File: src/rtl/pcie_pio_pkg.sv
// pcie_pio_pkg: address map, IRQ FSM encoding and shared constants for the PIO register bank.
package pcie_pio_pkg;
    localparam logic [12:0] ADDR_SCRATCH     = 13'd0;
    localparam logic [12:0] ADDR_RD_CNT      = 13'd1;
    localparam logic [12:0] ADDR_WR_CNT      = 13'd2;
    localparam logic [12:0] ADDR_CPL_CNT     = 13'd3;
    localparam logic [12:0] ADDR_PENDING     = 13'd4;
    localparam logic [12:0] ADDR_MASK        = 13'd5;
    localparam logic [12:0] ADDR_FORCE       = 13'd6;
    localparam logic [12:0] ADDR_OVERFLOW    = 13'd7;
    localparam logic [12:0] ADDR_STATUS_BASE = 13'd8;
    localparam logic [12:0] ADDR_CTRL_BASE   = 13'd16;
    localparam logic [31:0] FILLER           = 32'hDEADBEEF;
    localparam int          CPL_W            = 92;
    typedef enum logic [1:0] {IRQ_IDLE, IRQ_REQ, IRQ_GAP} irq_state_t;
endpackage

File: src/rtl/pcie_cpl_fifo.sv
// pcie_cpl_fifo: synchronous FIFO holding read completions until pcie_tx takes them.
module pcie_cpl_fifo #(
    parameter int W     = 92,
    parameter int DEPTH = 4
) (
    input  logic                     clock,
    input  logic                     reset,
    input  logic                     push,
    input  logic                     pop,
    input  logic [W-1:0]             din,
    output logic [W-1:0]             dout,
    output logic                     full,
    output logic                     empty,
    output logic [$clog2(DEPTH):0]   count
);
    localparam int AW    = $clog2(DEPTH);
    localparam int CNT_W = AW + 1;
    logic [W-1:0]  mem [DEPTH];
    logic [AW-1:0] wr_ptr, rd_ptr;
    logic          wr, rd;
    assign full  = count == CNT_W'(DEPTH);
    assign empty = count == '0;
    assign rd    = pop && !empty;
    // a pop frees the slot the same cycle, so a push into a full FIFO is still taken
    assign wr    = push && (!full || rd);
    assign dout  = mem[rd_ptr];
    always_ff @(posedge clock or posedge reset)
        if (reset) begin
            wr_ptr <= '0;
            rd_ptr <= '0;
            count  <= '0;
        end else begin
            wr_ptr <= wr_ptr + AW'(wr);
            rd_ptr <= rd_ptr + AW'(rd);
            count  <= count + CNT_W'(wr) - CNT_W'(rd);
        end
    always_ff @(posedge clock)
        if (wr) mem[wr_ptr] <= din;
endmodule

File: src/rtl/pcie_pio_regs.sv
// pcie_pio_regs: PIO register bank with control/status words, MSI interrupt controller
// and a completion FIFO towards pcie_tx.
module pcie_pio_regs #(
    parameter int          NIRQ       = 4,
    parameter int          NSTAT      = 4,
    parameter int          NCTRL      = 4,
    parameter int          CW         = 16,
    parameter int          CPL_DEPTH  = 4,
    parameter logic [63:0] CTRL_RESET = '0
) (
    input  logic                  clock,
    input  logic                  reset,
    input  logic                  write_valid,
    input  logic                  read_valid,
    input  logic                  completion_valid,
    input  logic [12:0]           address,
    input  logic [63:0]           data,
    input  logic [23:0]           rid_tag,
    output logic                  rc_valid,
    input  logic                  rc_ready,
    output logic [23:0]           rc_rid_tag,
    output logic [3:0]            rc_lower_addr,
    output logic [63:0]           rc_data,
    input  logic [64*NSTAT-1:0]   status_in,
    output logic [64*NCTRL-1:0]   ctrl_out,
    output logic [NCTRL-1:0]      ctrl_write,
    input  logic [NIRQ-1:0]       irq_in,
    output logic                  cfg_interrupt,
    output logic [7:0]            cfg_interrupt_di,
    input  logic                  cfg_interrupt_rdy
);
    import pcie_pio_pkg::*;
    localparam int PW = NIRQ > 1 ? $clog2(NIRQ) : 1;
    localparam int FW = $clog2(CPL_DEPTH) + 1;
    logic [63:0]      scratch, rd_val;
    logic [CW-1:0]    rd_cnt, wr_cnt, cpl_cnt;
    logic [NIRQ-1:0]  pending, mask, sent, eligible, w1c, force_v;
    logic             overflow, rd_pend, in_stat, in_ctrl, pop, drop;
    logic             fifo_full, fifo_empty, grant, ack;
    logic [FW-1:0]    fifo_count;
    logic [CPL_W-1:0] rd_ent, head;
    logic [63:0]      ctrl [8];
    logic [63:0]      stat_w [8];
    logic [7:0]       ctrl_we;
    logic [PW-1:0]    ptr, gidx, gnt_idx;
    irq_state_t       state, state_next;
    for (genvar i = 0; i < 8; i++) begin : g_stat
        if (i < NSTAT) begin : g_on
            assign stat_w[i] = status_in[64*i +: 64];
        end else begin : g_off
            assign stat_w[i] = '0;
        end
    end
    for (genvar i = 0; i < NCTRL; i++) begin : g_ctrl
        assign ctrl_out[64*i +: 64] = ctrl[i];
    end
    assign in_stat  = address >= ADDR_STATUS_BASE && address < ADDR_STATUS_BASE + 13'(NSTAT);
    assign in_ctrl  = address >= ADDR_CTRL_BASE && address < ADDR_CTRL_BASE + 13'(NCTRL);
    assign ctrl_we  = (write_valid && in_ctrl) ? 8'(1) << address[2:0] : 8'h0;
    assign w1c      = (write_valid && address == ADDR_PENDING) ? data[NIRQ-1:0] : '0;
    assign force_v  = (write_valid && address == ADDR_FORCE) ? data[NIRQ-1:0] : '0;
    assign eligible = pending & mask & ~sent;
    assign rd_val = address == ADDR_SCRATCH  ? scratch :
                    address == ADDR_RD_CNT   ? 64'(rd_cnt) :
                    address == ADDR_WR_CNT   ? 64'(wr_cnt) :
                    address == ADDR_CPL_CNT  ? 64'(cpl_cnt) :
                    address == ADDR_PENDING  ? 64'(pending) :
                    address == ADDR_MASK     ? 64'(mask) :
                    address == ADDR_FORCE    ? 64'h0 :
                    address == ADDR_OVERFLOW ? 64'(overflow) :
                    in_stat                  ? stat_w[address[2:0]] :
                    in_ctrl                  ? ctrl[address[2:0]] :
                                               {19'b0, address, FILLER};
    assign pop  = rc_ready && !fifo_empty;
    assign drop = rd_pend && fifo_full && !pop;
    assign rc_valid = fifo_count != '0;
    assign {rc_rid_tag, rc_lower_addr, rc_data} = head;
    pcie_cpl_fifo #(.W(CPL_W), .DEPTH(CPL_DEPTH)) u_fifo (
        .clock(clock), .reset(reset), .push(rd_pend), .pop(pop), .din(rd_ent),
        .dout(head), .full(fifo_full), .empty(fifo_empty), .count(fifo_count)
    );
    always_ff @(posedge clock or posedge reset)
        if (reset) begin
            scratch    <= '0;
            rd_cnt     <= '0;
            wr_cnt     <= '0;
            cpl_cnt    <= '0;
            pending    <= '0;
            mask       <= '0;
            overflow   <= 1'b0;
            ctrl_write <= '0;
            rd_pend    <= 1'b0;
            rd_ent     <= '0;
            for (int i = 0; i < 8; i++) ctrl[i] <= CTRL_RESET;
        end else begin
            rd_cnt     <= rd_cnt + CW'(read_valid);
            wr_cnt     <= wr_cnt + CW'(write_valid);
            cpl_cnt    <= cpl_cnt + CW'(completion_valid);
            if (write_valid && address == ADDR_SCRATCH) scratch <= data;
            if (write_valid && address == ADDR_MASK) mask <= data[NIRQ-1:0];
            // irq_in is ORed after the W1C so a same-cycle set wins
            pending    <= (pending & ~w1c) | force_v | irq_in;
            overflow   <= (overflow && !(write_valid && address == ADDR_OVERFLOW)) || drop;
            for (int i = 0; i < 8; i++) if (ctrl_we[i]) ctrl[i] <= data;
            ctrl_write <= ctrl_we[NCTRL-1:0];
            rd_pend    <= read_valid;
            rd_ent     <= {rid_tag, address[3:0], rd_val};
        end
    // round-robin: scan from the highest offset down so the nearest index at/after ptr wins
    always_comb begin
        gnt_idx = '0;
        for (int k = NIRQ - 1; k >= 0; k--) begin
            int j;
            j = int'(ptr) + k;
            j = j >= NIRQ ? j - NIRQ : j;
            if (eligible[PW'(j)]) gnt_idx = PW'(j);
        end
    end
    always_comb begin
        grant      = state == IRQ_IDLE && |eligible;
        ack        = state == IRQ_REQ && cfg_interrupt_rdy;
        state_next = grant ? IRQ_REQ : ack ? IRQ_GAP : state == IRQ_GAP ? IRQ_IDLE : state;
    end
    always_ff @(posedge clock or posedge reset)
        if (reset) begin
            state <= IRQ_IDLE;
            gidx  <= '0;
            ptr   <= '0;
            sent  <= '0;
        end else begin
            state <= state_next;
            if (grant) gidx <= gnt_idx;
            if (ack) ptr <= gidx == PW'(NIRQ - 1) ? '0 : gidx + 1'b1;
            sent  <= (sent | (ack ? NIRQ'(1) << gidx : '0)) & pending;
        end
    assign cfg_interrupt    = state == IRQ_REQ;
    assign cfg_interrupt_di = 8'(gidx);
endmodule
File: config.mk
export PLATFORM = sky130hd
export DESIGN_NAME = pcie_pio_regs
export DESIGN_NICKNAME = d
export VERILOG_FILES = /design/src/rtl/pcie_pio_pkg.sv /design/src/rtl/pcie_cpl_fifo.sv /design/src/rtl/pcie_pio_regs.sv
export SDC_FILE = /design/constraint.sdc
export NUM_CORES = 2
export LEC_CHECK = 0
export CAP_MARGIN = 0
export CORE_UTILIZATION = 47
export DETAILED_ROUTE_END_ITERATION = 16
export GPL_ROUTABILITY_DRIVEN = 0
export PLACE_DENSITY_LB_ADDON = 0.1
export SYNTH_ARGS = -nofsm -noshare
export SYNTH_HDL_FRONTEND = slang
export SYNTH_HIERARCHICAL = 1
export SYNTH_SLANG_ARGS = --single-unit
File: constraint.sdc
create_clock -name clock -period 17.7 [get_ports clock]
set_clock_uncertainty 0.1 [all_clocks]
set_input_delay 3.54 -clock clock [delete_from_list [all_inputs] [get_ports clock]]
set_output_delay 3.54 -clock clock [all_outputs]
set_load 0.005 [all_outputs]
# ---- Word level (Yosys, flattened, before mapping)
# Memories as Yosys holds them, arrays and structs flattened.
# Cells that the tools add are included.
# Widths: inputs -> output; s select.
dict set report classes {
  n_addsub 15
  order_cmp 13
  eq_ne 11
  shifts 2
  mux 46
  n_bitwise 10
  n_reduce_logical 28
}
# op n
set op_table {}
lappend op_table {{$mux 64} 14}
lappend op_table {{$bmux 64 s3} 2}
lappend op_table {{$eq 13x3->1 const B} 4}
lappend op_table {{$add 16x1->16} 3}
lappend op_table {{$eq 13x2->1 const B} 2}
lappend op_table {{$mux 2} 12}
lappend op_table {{$and 4x4->4} 4}
lappend op_table {{$logic_and 1x1->1} 16}
lappend op_table {{$lt 2x4->1 const B} 4}
lappend op_table {{$eq 13x1->1 const B} 1}
lappend op_table {{$ge 13x4->1 const B} 1}
lappend op_table {{$ge 13x5->1 const B} 1}
lappend op_table {{$logic_not 13->1} 1}
lappend op_table {{$lt 13x4->1 const B} 1}
lappend op_table {{$lt 13x5->1 const B} 1}
lappend op_table {{$mux 4} 3}
lappend op_table {{$or 4x4->4} 3}
lappend op_table {{$mux 1} 10}
lappend op_table {{$ge 3x3->1 const B} 3}
lappend op_table {{$bmux 1 s2} 4}
lappend op_table {{$mux 8} 1}
lappend op_table {{$not 4->4} 2}
lappend op_table {{$shl 1x3->8 const A} 1}
lappend op_table {{$sub 2x1->2 const B} 4}
lappend op_table {{19 further kinds} 27}
dict set report totals {
  register_bits 747
  mem_bits_rw 368
  in_bits 368
  output_inout_bits 362
  memories 1
}
# memory depth word_bits rd rd_ports_with_merged_regs wr line_no
set memory_table {}
lappend memory_table {u_fifo.mem 4 92 1 0 1 pcie_cpl_fifo.sv:18} ;# logic [W-1:0] mem [DEPTH];

# ---- Logic depth before layout (Yosys ltp)
dict set report depth {
  depth_word 14
  depth_mapped 9
  ltp_nobuf 8
}

# ---- Hierarchy
# Netlist, hierarchy kept.
# module instances cells_per_inst area_per_inst_um2
set by_module_without_submodules {}
lappend by_module_without_submodules {pcie_pio_regs 1 1805 24617.4}
lappend by_module_without_submodules {pcie_cpl_fifo 1 512 13671.9}

# ---- Least setup slack after synthesis
# No wires, ideal clock.
dict set report synth_path {
  path_kind {input to register}
  start {input port rc_ready}
  end {memory u_fifo.mem[0][0], enable pin}
  setup_time_ns 0.801
  arrival_ns 13.347
  required_ns 16.799
  slack_ns 3.453
  cell_stages 3
  path_buffers 0
  path_cell_list {nor2b_1 > nor4b_2 > nor4b_1}
}
dict set report synth_between {
  elab_chain_cells 6
}
# element line_no
set synth_rtl {}
lappend synth_rtl {{start, declared} pcie_pio_regs.sv:20} ;# input logic rc_ready,
lappend synth_rtl {{$logic_and 1x1->1} pcie_pio_regs.sv:74} ;# assign pop = rc_ready && !fifo_empty;
lappend synth_rtl {{$logic_and 1x1->1} pcie_cpl_fifo.sv:23} ;# assign rd = pop && !empty;
lappend synth_rtl {{$logic_or 1x1->1} pcie_cpl_fifo.sv:25} ;# assign wr = push && (!full || rd);
lappend synth_rtl {{$logic_and 1x1->1} pcie_cpl_fifo.sv:25}
lappend synth_rtl {{$mux 1} pcie_cpl_fifo.sv:38} ;# if (wr) mem[wr_ptr] <= din;
lappend synth_rtl {{$mux 1 (not written as such)} pcie_cpl_fifo.sv:38}
lappend synth_rtl {{end, declared} pcie_cpl_fifo.sv:18}
# Every way passes these cells.

# ---- Worst setup path in the final report
dict set report layout_path {
  start {input port address[3]}
  end {register ctrl (netlist bit ctrl_out[221])}
}
dict set report layout_between {
  elab_chain_cells 4
}
# element line_no
set layout_rtl {}
lappend layout_rtl {{start, declared} pcie_pio_regs.sv:16} ;# input logic [12:0] address,
lappend layout_rtl {{$ge 13x5->1 or $lt 13x5->1 (tied branches)} pcie_pio_regs.sv:58} ;# assign in_ctrl = address >= ADDR_CTRL_BASE && address < ADDR_CTRL_BASE + 13'(NCTRL);
lappend layout_rtl {{$logic_and 1x1->1 (*)} pcie_pio_regs.sv:58}
lappend layout_rtl {{$logic_and 1x1->1 (*)} pcie_pio_regs.sv:59} ;# assign ctrl_we = (write_valid && in_ctrl) ? 8'(1) << address[2:0] : 8'h0;
lappend layout_rtl {{$mux 8 (*)} pcie_pio_regs.sv:59}
lappend layout_rtl {{end, declared} pcie_pio_regs.sv:42} ;# logic [63:0] ctrl [8];
# Every way passes the cells marked *; elsewhere a longest branch is shown, timed or not.
# A chain may end at the register's enable or synchronous reset.

==> reports/results.ini <==
[run_status]
status=completed

[synthesis]
synthArstFlopShare=0.572
seq_area_frac_synth=0.610
synth_area_leaders=dfrtp_1 (32%), edfxtp_1 (29%), mux4_2 (13%)
synth_cell_types=72
syn_inst=2317
ys_warn_count=6
syn_area_per_cell_sq_um=16.5
synth_edf_count=368
ys_seq_elements=859
yosys.cell_count.top_type=dfrtp_1
synth_area_sq_um=38300
synth_flop_cell=dfrtp_1
synth_top_cell_area_share=0.321
synth_common_cells=dfrtp_1 (491), edfxtp_1 (368), buf_4 (269)
synth_top_cell_by_area=dfrtp_1

[setup_path]
slowest_delay_ns=0.96
crit_path_start_kind=input port
crit_path_end_kind=flip-flop
reg2reg_setup_slack_ns=14.59
cp_top_family=simple AND/OR/NAND/NOR gates
worstPathArrival_ns=7.58
r2r-start=u_fifo/count[0]
path_cells=clkdlybuf4s50_1 > or3b_2 > nor3_4 > nand2_1 > nor2_4 > buf_4 > mux2_2
critPathMaxFanout=35
crit_required_ns=18.12
worstSetupPathType=input port to flip-flop
reg2reg_to=u_fifo/mem[2][65]
worst-path-buf-inv=2
crit_slowest_cell=nor2_4
r2r_cells=6

[power]
peakVddDrop_v=0.0000750
combPwrFrac=0.192
intPower_mw=4.07
sw_frac_of_total=0.252
power_frac_clock=0.368
p_seq_frac=0.439
p_switching_mw=1.37
cellLeakagePower_nw=18.8
p_per_area_nw_per_um2=114

[floorplanning]
chipHeight_microns=287
die-area_sq_um=82600
rows=104
initial_core_util=0.475
ios=730
core_area_sq_um=80500
die-width_microns=287

[placement]
portBuffers=723
hpwl_microns=87500

[clocking]
cts_root_buf=clkbuf_16
postCtsHoldBufs=0
post_cts_resized=0
clkTransAtPathRegs_ns=0.06
cts_tree=built
clk_latency_ns=0.64
cts.sinks=859
cts_setup_buffers=0
clock_path_buffers=3
numCtsBuffers=91
cts_max_level=3

[sta]
holdWs_ns=0.381
setup_violations=0
post-route-min-period_ns=7.16
final_max_slew_viol_count=0
tightest_slew_ns=1.20
min_period_over_period=0.405
relSlewSlack=0.200
fmax_mhz=140
hold_viol_final=0
finalSetupTns_ns=0
rsz0062_at_grt=no

[drt]
routedWlPerCell_microns=30.4
drt-vias-per-instance=5.75
vias=22721
drc=0
finalWirelength_microns=120000
drt_iter0_drc=1959
antenna_left=0
firstDrtPassIters=7

[hold_path]
min_from=wr_cnt[15]
worst_hold_path.num_cells=1
hold_end=wr_cnt[15]
hp-class=flip-flop to flip-flop

[global_routing]
grt_pass1_wl_microns=172000
grt_max_degree=168
antenna_found_initial=38
overflow=0
track_usage=0.292
grt_pass1_vias=23425

[final_layout]
final_nets=3176
drive_gt1_frac=0.265
syn_to_final_growth_pct=24.7

[flow_run]
cap_viol_max_count=0

## through the flow
stage               total power, mW  cell area (sq um)  instances  utilization  setup WS [ns]
global placement               3.49              44500       3761        0.553           9.97
detailed placement             3.51              44500       3761        0.553           9.90
CTS                            5.52              47700       3930        0.592          10.56
global route                   5.65              47700       3937        0.592          10.42
finish                         5.44              47800       3952        0.593          10.54
floorplan                      2.97              38300       2322            -          0.554
## cell type report
cell class | count | area, sq um
Fill cell | 6108 | 32800
Sequential cell | 859 | 23300
Multi-Input combinational cell | 1028 | 12100
Timing Repair Buffer | 760 | 7550
Clock buffer | 127 | 2630
Tap cell | 1060 | 1330
Clock inverter | 42 | 559
Inverter | 54 | 210
Antenna cell | 22 | 55.1
## routing by layer
layer / vias up / global-route usage / wire [microns]
met5: - / 0 / 123
met4: 20 / 0.0743 / 3220
met3: 178 / 0.0816 / 10700
met2: 964 / 0.445 / 55600
met1: 12053 / 0.415 / 50600
li1: 9506 / - / -
## cell families (layout without fill, tap and decap cells)
| family | Yosys count | after routing | share of synthesized area |
|---|---|---|---|
| compound gates | 203 | 203 | 0.0360 |
| xor+xnor | 47 | 47 | 0.0108 |
| fa+ha+maj | 15 | 15 | 0.00503 |
| buf+inv | 435 | 983 | 0.0775 |
| flops | 859 | 859 | 0.610 |
| mux | 551 | 551 | 0.232 |
| other cells | 1 | 28 | 0.0000979 |
| simple gates | 206 | 206 | 0.0290 |
## cells in the final DEF (no fill, tap or decap), types with 15 or more instances in the layout
master / count
o21ai_0: 43
clkdlybuf4s50_1: 721
buf_4: 35
clkbuf_8: 20
mux2_4: 60
edfxtp_1: 368
nand2_1: 65
clkbuf_1: 15
mux4_2: 219
xnor2_1: 36
a22o_1: 19
a22oi_1: 21
nand3_1: 32
mux2_2: 263
a21oi_1: 30
clkbuf_16: 92
diode_2: 22
nor2_1: 20
o22ai_1: 32
dfrtp_1: 489
nor2b_1: 15
inv_1: 53
## registers in the layout, summed over array words and instances, names as in the netlist, 2 cells and up
signal,count
u_fifo/mem,368
ctrl_write,4
u_fifo/count,3
cpl_cnt,16
pending,4
scratch,64
ptr,2
gidx,2
sent,4
mask,4
rd_ent,92
u_fifo/rd_ptr,2
rd_cnt,16
state,2
u_fifo/wr_ptr,2
wr_cnt,16
ctrl_out,256
## worst max-delay path by stage
| stage | startpoint | endpoint | slack [ns] | cells past startpoint |
|---|---|---|---|---|
| finish | address[3] | ctrl_out[221] | 10.54 | 7 |
| floorplan | reset | cpl_cnt[0] | 0.55 | 1 |
| global route | address[3] | ctrl_out[217] | 10.42 | 7 |
| global placement | address[3] | ctrl_out[229] | 9.97 | 7 |
| detailed placement | address[3] | ctrl_out[207] | 9.90 | 7 |
| CTS | address[3] | ctrl_out[207] | 10.56 | 7 |
## power groups by stage
stage               Combinational, mW  Sequential, mW  Clock [mW]
global route                     1.12            2.41        2.12
finish                           1.04            2.39        2.00
global placement                 1.07            2.42           0
floorplan                       0.560            2.41           0
CTS                              1.08            2.39        2.05
detailed placement               1.08            2.43           0
Note: power is estimated with default switching activity, not from simulation.
